$ cat config.mk
export PLATFORM = sky130hd
export DESIGN_NAME = muldiv_seq_flat
export DESIGN_NICKNAME = d
export VERILOG_FILES = /design/src/rtl/muldiv_if.sv /design/src/rtl/muldiv_seq.sv /design/src/flat_wrapper.sv
export SDC_FILE = /design/constraint.sdc
export NUM_CORES = 1
export LEC_CHECK = 0
export CAP_MARGIN = 20
export CELL_PAD_IN_SITES_DETAIL_PLACEMENT = 2
export CELL_PAD_IN_SITES_GLOBAL_PLACEMENT = 2
export CORE_ASPECT_RATIO = 0.9
export CORE_MARGIN = 2
export CORE_UTILIZATION = 37
export DETAILED_ROUTE_END_ITERATION = 16
export PLACE_DENSITY_LB_ADDON = 0.3
export SETUP_SLACK_MARGIN = 0.4
export SYNTH_ARGS = -nofsm -noshare
export SYNTH_HDL_FRONTEND = slang
export SYNTH_SLANG_ARGS = --single-unit
$ cat constraint.sdc
create_clock -name clk -period 8.55 [get_ports clk]
set_clock_uncertainty 0.1 [all_clocks]
set_input_delay 2.1375 -clock clk [delete_from_list [all_inputs] [get_ports clk]]
set_output_delay 2.1375 -clock clk [all_outputs]
set_load 0.02 [all_outputs]
$ cat src/rtl/muldiv_if.sv
// muldiv_if: start/operand/result bundle between the multicycle control
// datapath (master) and the iterative multiply/divide unit (slave).
interface muldiv_if #(
  parameter int WIDTH = 32
) ();
  logic             MultCtrl;
  logic             DivCtrl;
  logic [WIDTH-1:0] a;
  logic [WIDTH-1:0] b;
  logic             busy;
  logic             done;
  logic             DivZero;
  logic [WIDTH-1:0] hi;
  logic [WIDTH-1:0] lo;

  modport master (
    output MultCtrl, DivCtrl, a, b,
    input  busy, done, DivZero, hi, lo
  );

  modport slave (
    input  MultCtrl, DivCtrl, a, b,
    output busy, done, DivZero, hi, lo
  );
endinterface

$ cat src/rtl/muldiv_seq.sv
// muldiv_seq: iterative signed multiply (radix-2 Booth) / divide (restoring)
// over WIDTH cycles, with a one-cycle done pulse and divide-by-zero flag.
// Optional feature macro: MULDIV_DIVZERO_TRAP_EN -- when defined, a divide
// by zero finishes immediately without writing hi/lo.
module muldiv_seq #(
  parameter int WIDTH = 32,
  parameter int CNT_W = $clog2(WIDTH + 1)
) (
  input logic      clk,
  input logic      reset,
  muldiv_if.slave  bus
);

  typedef enum logic [2:0] {
    ST_IDLE    = 3'd0,
    ST_MULT    = 3'd1,
    ST_DIV     = 3'd2,
    ST_DIV_FIX = 3'd3,
    ST_DONE    = 3'd4
  } state_t;

  state_t state_q, state_d, start_state_s;

  // Shared iteration storage: acc_hi is product-high (with a guard bit so a
  // most-negative multiplicand cannot overflow) or the partial remainder;
  // acc_lo is the multiplier or the dividend/quotient shift register.
  logic [CNT_W-1:0] cnt_q, cnt_d;
  logic [WIDTH-1:0] mcand_q, mcand_d;   // multiplicand, or |divisor|
  logic [WIDTH:0]   acc_hi_q, acc_hi_d;
  logic [WIDTH-1:0] acc_lo_q, acc_lo_d;
  logic             q_m1_q, q_m1_d;
  logic             qneg_q, qneg_d;
  logic             rneg_q, rneg_d;
  logic             divz_q, divz_d;

  logic [WIDTH-1:0] hi_q, hi_d, lo_q, lo_d;
  logic             busy_q, busy_d, done_q, done_d, divzero_q, divzero_d;

  logic             start_mult_s, start_div_s, b_zero_s, last_s;
  logic [WIDTH-1:0] abs_a_s, abs_b_s;
  logic [WIDTH:0]   booth_sum_s, booth_hi_s;
  logic [WIDTH-1:0] booth_lo_s;
  logic [WIDTH:0]   div_shift_s, div_rem_s;
  logic             div_ge_s;
  logic [WIDTH-1:0] div_quo_s, quo_fix_s, rem_fix_s;

  // Decode start requests (multiply wins) and operand magnitudes.
  always_comb begin
    start_mult_s = bus.MultCtrl;
    start_div_s  = bus.DivCtrl & ~bus.MultCtrl;
    b_zero_s     = (bus.b == {WIDTH{1'b0}});
    abs_a_s      = bus.a[WIDTH-1] ? (-bus.a) : bus.a;
    abs_b_s      = bus.b[WIDTH-1] ? (-bus.b) : bus.b;
    last_s       = (cnt_q == CNT_W'(WIDTH - 1));
  end

  // State to enter when a start may be accepted (IDLE and DONE).
  always_comb begin
    if (start_mult_s) begin
      start_state_s = ST_MULT;
    end else if (start_div_s) begin
`ifdef MULDIV_DIVZERO_TRAP_EN
      start_state_s = b_zero_s ? ST_DONE : ST_DIV;
`else
      start_state_s = ST_DIV;
`endif
    end else begin
      start_state_s = ST_IDLE;
    end
  end

  // One Booth step: add/subtract multiplicand, then arithmetic shift right.
  always_comb begin
    case ({acc_lo_q[0], q_m1_q})
      2'b01:   booth_sum_s = acc_hi_q + {mcand_q[WIDTH-1], mcand_q};
      2'b10:   booth_sum_s = acc_hi_q - {mcand_q[WIDTH-1], mcand_q};
      default: booth_sum_s = acc_hi_q;
    endcase
    booth_hi_s = {booth_sum_s[WIDTH], booth_sum_s[WIDTH:1]};
    booth_lo_s = {booth_sum_s[0], acc_lo_q[WIDTH-1:1]};
  end

  // One restoring-divide step plus the final sign correction.
  always_comb begin
    div_shift_s = {acc_hi_q[WIDTH-1:0], acc_lo_q[WIDTH-1]};
    div_ge_s    = (div_shift_s >= {1'b0, mcand_q});
    div_rem_s   = div_ge_s ? (div_shift_s - {1'b0, mcand_q}) : div_shift_s;
    div_quo_s   = {acc_lo_q[WIDTH-2:0], div_ge_s};
    quo_fix_s   = qneg_q ? (-acc_lo_q) : acc_lo_q;
    rem_fix_s   = rneg_q ? (-acc_hi_q[WIDTH-1:0]) : acc_hi_q[WIDTH-1:0];
  end

  // FSM next-state logic.
  always_comb begin
    state_d = state_q;
    case (state_q)
      ST_IDLE:    state_d = start_state_s;
      ST_MULT:    state_d = last_s ? ST_DONE : ST_MULT;
      ST_DIV:     state_d = last_s ? ST_DIV_FIX : ST_DIV;
      ST_DIV_FIX: state_d = ST_DONE;
      ST_DONE:    state_d = start_state_s;
      default:    state_d = ST_IDLE;
    endcase
  end

  // Datapath next values and registered outputs.
  always_comb begin
    cnt_d     = cnt_q;
    mcand_d   = mcand_q;
    acc_hi_d  = acc_hi_q;
    acc_lo_d  = acc_lo_q;
    q_m1_d    = q_m1_q;
    qneg_d    = qneg_q;
    rneg_d    = rneg_q;
    divz_d    = divz_q;
    hi_d      = hi_q;
    lo_d      = lo_q;
    done_d    = 1'b0;
    divzero_d = 1'b0;
    busy_d    = (state_d != ST_IDLE);
    case (state_q)
      ST_IDLE, ST_DONE: begin
        if (start_mult_s) begin
          cnt_d    = {CNT_W{1'b0}};
          mcand_d  = bus.a;
          acc_hi_d = {(WIDTH+1){1'b0}};
          acc_lo_d = bus.b;
          q_m1_d   = 1'b0;
          qneg_d   = 1'b0;
          rneg_d   = 1'b0;
          divz_d   = 1'b0;
        end else if (start_div_s) begin
          cnt_d    = {CNT_W{1'b0}};
          mcand_d  = abs_b_s;
          acc_hi_d = {(WIDTH+1){1'b0}};
          acc_lo_d = abs_a_s;
          q_m1_d   = 1'b0;
          qneg_d   = bus.a[WIDTH-1] ^ bus.b[WIDTH-1];
          rneg_d   = bus.a[WIDTH-1];
          divz_d   = b_zero_s;
`ifdef MULDIV_DIVZERO_TRAP_EN
          done_d    = b_zero_s;
          divzero_d = b_zero_s;
`endif
        end else begin
          cnt_d = cnt_q;
        end
      end
      ST_MULT: begin
        acc_hi_d = booth_hi_s;
        acc_lo_d = booth_lo_s;
        q_m1_d   = acc_lo_q[0];
        cnt_d    = cnt_q + CNT_W'(1);
        if (last_s) begin
          hi_d   = booth_hi_s[WIDTH-1:0];
          lo_d   = booth_lo_s;
          done_d = 1'b1;
        end else begin
          done_d = 1'b0;
        end
      end
      ST_DIV: begin
        acc_hi_d = div_rem_s;
        acc_lo_d = div_quo_s;
        cnt_d    = cnt_q + CNT_W'(1);
      end
      ST_DIV_FIX: begin
        hi_d      = rem_fix_s;
        lo_d      = quo_fix_s;
        done_d    = 1'b1;
        divzero_d = divz_q;
      end
      default: begin
        cnt_d = cnt_q;
      end
    endcase
  end

  // State and datapath registers with synchronous reset.
  always_ff @(posedge clk) begin
    if (reset) begin
      state_q   <= ST_IDLE;
      cnt_q     <= {CNT_W{1'b0}};
      mcand_q   <= {WIDTH{1'b0}};
      acc_hi_q  <= {(WIDTH+1){1'b0}};
      acc_lo_q  <= {WIDTH{1'b0}};
      q_m1_q    <= 1'b0;
      qneg_q    <= 1'b0;
      rneg_q    <= 1'b0;
      divz_q    <= 1'b0;
      hi_q      <= {WIDTH{1'b0}};
      lo_q      <= {WIDTH{1'b0}};
      busy_q    <= 1'b0;
      done_q    <= 1'b0;
      divzero_q <= 1'b0;
    end else begin
      state_q   <= state_d;
      cnt_q     <= cnt_d;
      mcand_q   <= mcand_d;
      acc_hi_q  <= acc_hi_d;
      acc_lo_q  <= acc_lo_d;
      q_m1_q    <= q_m1_d;
      qneg_q    <= qneg_d;
      rneg_q    <= rneg_d;
      divz_q    <= divz_d;
      hi_q      <= hi_d;
      lo_q      <= lo_d;
      busy_q    <= busy_d;
      done_q    <= done_d;
      divzero_q <= divzero_d;
    end
  end

  assign bus.busy    = busy_q;
  assign bus.done    = done_q;
  assign bus.DivZero = divzero_q;
  assign bus.hi      = hi_q;
  assign bus.lo      = lo_q;

endmodule

$ cat src/flat_wrapper.sv
// flat-port wrapper written by rule: the top's interface ports become plain ports
module muldiv_seq_flat 
#(
  parameter int WIDTH = 32,
  parameter int CNT_W = $clog2(WIDTH + 1)
)
  (clk, reset, bus_MultCtrl, bus_DivCtrl, bus_a, bus_b, bus_busy, bus_done, bus_DivZero, bus_hi, bus_lo);
  muldiv_if #(.WIDTH(WIDTH)) bus_i ();
  input logic clk;
  input logic reset;
  input wire logic [$bits(bus_i.MultCtrl)-1:0] bus_MultCtrl;
  input wire logic [$bits(bus_i.DivCtrl)-1:0] bus_DivCtrl;
  input wire logic [$bits(bus_i.a)-1:0] bus_a;
  input wire logic [$bits(bus_i.b)-1:0] bus_b;
  output wire logic [$bits(bus_i.busy)-1:0] bus_busy;
  output wire logic [$bits(bus_i.done)-1:0] bus_done;
  output wire logic [$bits(bus_i.DivZero)-1:0] bus_DivZero;
  output wire logic [$bits(bus_i.hi)-1:0] bus_hi;
  output wire logic [$bits(bus_i.lo)-1:0] bus_lo;
  assign bus_i.MultCtrl = bus_MultCtrl;
  assign bus_i.DivCtrl = bus_DivCtrl;
  assign bus_i.a = bus_a;
  assign bus_i.b = bus_b;
  assign bus_busy = bus_i.busy;
  assign bus_done = bus_i.done;
  assign bus_DivZero = bus_i.DivZero;
  assign bus_hi = bus_i.hi;
  assign bus_lo = bus_i.lo;
  muldiv_seq #(.WIDTH(WIDTH), .CNT_W(CNT_W)) u_core (.clk(clk), .reset(reset), .bus(bus_i));
endmodule
==> impl_metrics.yaml <==
final_layout:
  diodes: 0
  final_nets: 2339
  stdcell_count: 2758
  drive_gt1_share_pct: 5.925
  nFillCells: 4865
  syn_to_final_growth_pct: 14.00
  postLayoutCoreUtil_pct: 42.91
clock_tree:
  clock_latency_ns: 0.48
  cts_resized: 0
  clock-sinks: 177
  cts_made_buffers: 17
  cts.clk_slew.worst_paths_ns: 0.09
  cts_setup_buffers: 0
  cts_max_level: 4
  hold_buffers: 0
  root_buffer: "clkbuf_16"
  cts_tree: "done"
  clockBufferDepth: 2
yosys:
  syn_nets: 2331
  synth.distinct_cells: 92
  synthArstFlopShare_pct: 0
  yosysMostFrequentCell: "nand2_1"
  synth_top_area_share_pct: 22.40
  synthTopCellsByArea: "dfxtp_1 22%, nand2_1 7.5%, a21oi_1 6.0%"
  synth_area_per_cell_um2: 7.223
  synth_commonest_cells: "317 x nand2_1, 191 x a21oi_1, 187 x nor2_1"
  synth-main-ff-cell: "dfxtp_1"
  yosysSeqAreaShare_pct: 22.40
  syn_inst: 2190
  ys_ff_latch: 177
  yosysWarnings: 0
  synth_enable_flop_cells: 0
  synth_top_cell_by_area: "dfxtp_1"
  syn_area_mm2: 0.01582
worst_hold_path:
  hold_path.class: "reg -> reg"
  min_to: "u_core.bus.lo[11]"
  hold_path_startpoint: "u_core.bus.lo[11]"
  min_path_cells: 2
floorplan:
  die_h_um: 200.2
  ios: 135
  row_count: 71
  dieArea_mm2: 0.04442
  start_util_pct: 37.64
  fp.dieW_um: 221.9
  coreArea_mm2: 0.04202
run:
  cap_violations: 0
worst_setup_path:
  arrival_ns: 5.57
  cp_max_fo: 8
  rr_endpoint: "u_core.bus.hi[27]"
  r2r_setup_slack_ns: 3.24
  worst_setup_path_end_kind: "register"
  crit_type: "reg -> reg"
  crit_required_ns: 8.81
  cp-start-kind: "register"
  r2r_cells: 16
  rr_startpoint: "u_core.mcand_q[2]"
detailed_routing:
  firstDrtPassIters: 5
  vias: 17340
  postRouteAntennaNets: 0
  drc: 0
  wire_per_inst_um: 25.71
  drt-initial-drc-count: 1293
  avgViaCountPerCell: 6.285
  wl_mm: 70.91
place:
  placed_cells: 2725
  hpwl_mm: 53.11
  place.gp.congestion: 0.8978
  portBuffers: 134
pwr:
  powerDensity_mw_per_mm2: 212.7
  p_leak_nw: 6.783
  vdd_ir_drop_max_mv: 0.1195
  power_w: 0.003835
sta:
  setup_viol_count_final: 0
  finalCriticalPeriod_ns: 5.311
  slew_headroom_pct: 34.45
  rsz0062_at_grt: "false"
  final.period_utilization_pct: 62.12
  hold_viol: 0
  slew_viol_final: 0
  max_freq_mhz: 188.3
  max_slew.worst_pin.slew_ns: 0.9796
  fin_setup_tns_ns: 0
  holdWs_ns: 0.3543
grt:
  antenna_found_initial: 0
  overflow: 0
  grtUsageTotal_pct: 31.56
  grt_pass1_wl_mm: 110.6
  grt_max_degree: 77
  grt_pass1_vias: 18120
run_status:
  status: "finished clean"
==> worst max path at each step <==
stage / from / endpoint / cells past startpoint
after detailed placement: bus_a[2] / u_core.acc_lo_q[15] / 8
after CTS: u_core.mcand_q[2] / u_core.bus.hi[27] / 16
after floorplan: bus_a[11] / u_core.acc_lo_q[28] / 10
final: u_core.mcand_q[2] / u_core.bus.hi[27] / 16
after global routing: u_core.mcand_q[2] / u_core.acc_hi_q[27] / 16
after global placement: bus_b[3] / u_core.mcand_q[16] / 9
==> worst max-delay path, stage by stage, from the launching register on <==
cell and delay (ns):
dfxtp_1 0.35, or4_4 0.57, nor4b_4 0.32, nand4_1 0.37, nor2_1 0.45, a31oi_1 0.17
xnor2_1 0.21, ha_1 0.45, nand4_1 0.21, or2_2 0.36, o22ai_1 0.29, nor3_1 0.12
a21oi_2 0.28, nor3_1 0.10, o31ai_2 0.38, nand2_1 0.13, a311oi_1 0.33
==> kinds of logic (layout without fill, tap and decap cells) <==
family / after synthesis / in the layout / synth area share, %
adders and majority gates: 73 / 73 / 5.869
xor gates and xnor gates: 197 / 197 / 10.91
muxes: 39 / 39 / 2.840
DFF: 177 / 177 / 22.40
and+or+nand+nor: 770 / 770 / 22.54
buffers and inverters: 233 / 254 / 5.861
AOI/OAI and AO/OA: 701 / 701 / 29.58
==> report_power, final <==
part | switching (W) | internal [W] | leakage (nW)
sequential | 0.000151 | 0.000887 | 1.44
combinational | 0.00122 | 0.000721 | 5.05
clock | 0.000433 | 0.000421 | 0.290
total | 0.00181 | 0.00203 | 6.78
==> cells in the final DEF, fill, tap and decap left out, types with 14 or more instances in the layout <==
cell,count
xor2_1,93
buf_4,25
or4_1,15
nor3_1,63
nand4_1,22
o41ai_1,17
a211oi_1,19
or3_1,18
ha_1,70
o221ai_1,26
a21oi_1,191
nor2b_1,14
inv_1,63
a31oi_1,25
clkbuf_16,17
xnor2_1,104
a222oi_1,17
o31ai_1,36
nand2b_1,28
a21o_1,27
nor2_1,182
dfxtp_1,177
o21ai_0,162
nand3_1,25
mux2i_1,19
nand2_1,316
and2_1,14
o21a_1,17
a221o_1,27
clkdlybuf4s50_1,132
==> layout make-up <==
type	count	area [µm²]	area share (%)
multi-input combinational	1780	11380	63.14
sequential	177	3543	19.65
timing repair buffer	159	1564	8.673
tap	547	684.4	3.795
clock buffer	17	425.4	2.359
inverter	63	236.5	1.311
clock inverter	15	193.9	1.075
==> registers in the layout, indices dropped and copies added (netlist names), 3 cells and up <==
register / flops
u_core.acc_hi_q: 33
u_core.acc_lo_q: 32
u_core.bus.hi: 32
u_core.bus.lo: 32
u_core.mcand_q: 32
u_core.cnt_q: 6
u_core.state_q: 3
==> metal layers <==
layer	track usage [%]	up-vias	routed length, µm
met2	51.76	503	32830
met4	7.336	0	1155
li1	-	7925	-
met1	44.43	8842	33390
met3	3.286	65	3529
met5	0	-	0
==> metrics by stage <==
stage          setup WS [ns]  area (µm²)
4_1_cts                3.354       18000
5_1_grt                2.988       18030
2_1_floorplan          4.308       15820
6_report               3.239       18030
3_5_place_dp           3.311       17390
3_3_place_gp           3.375       17360
(Power assumes the default switching activity.)
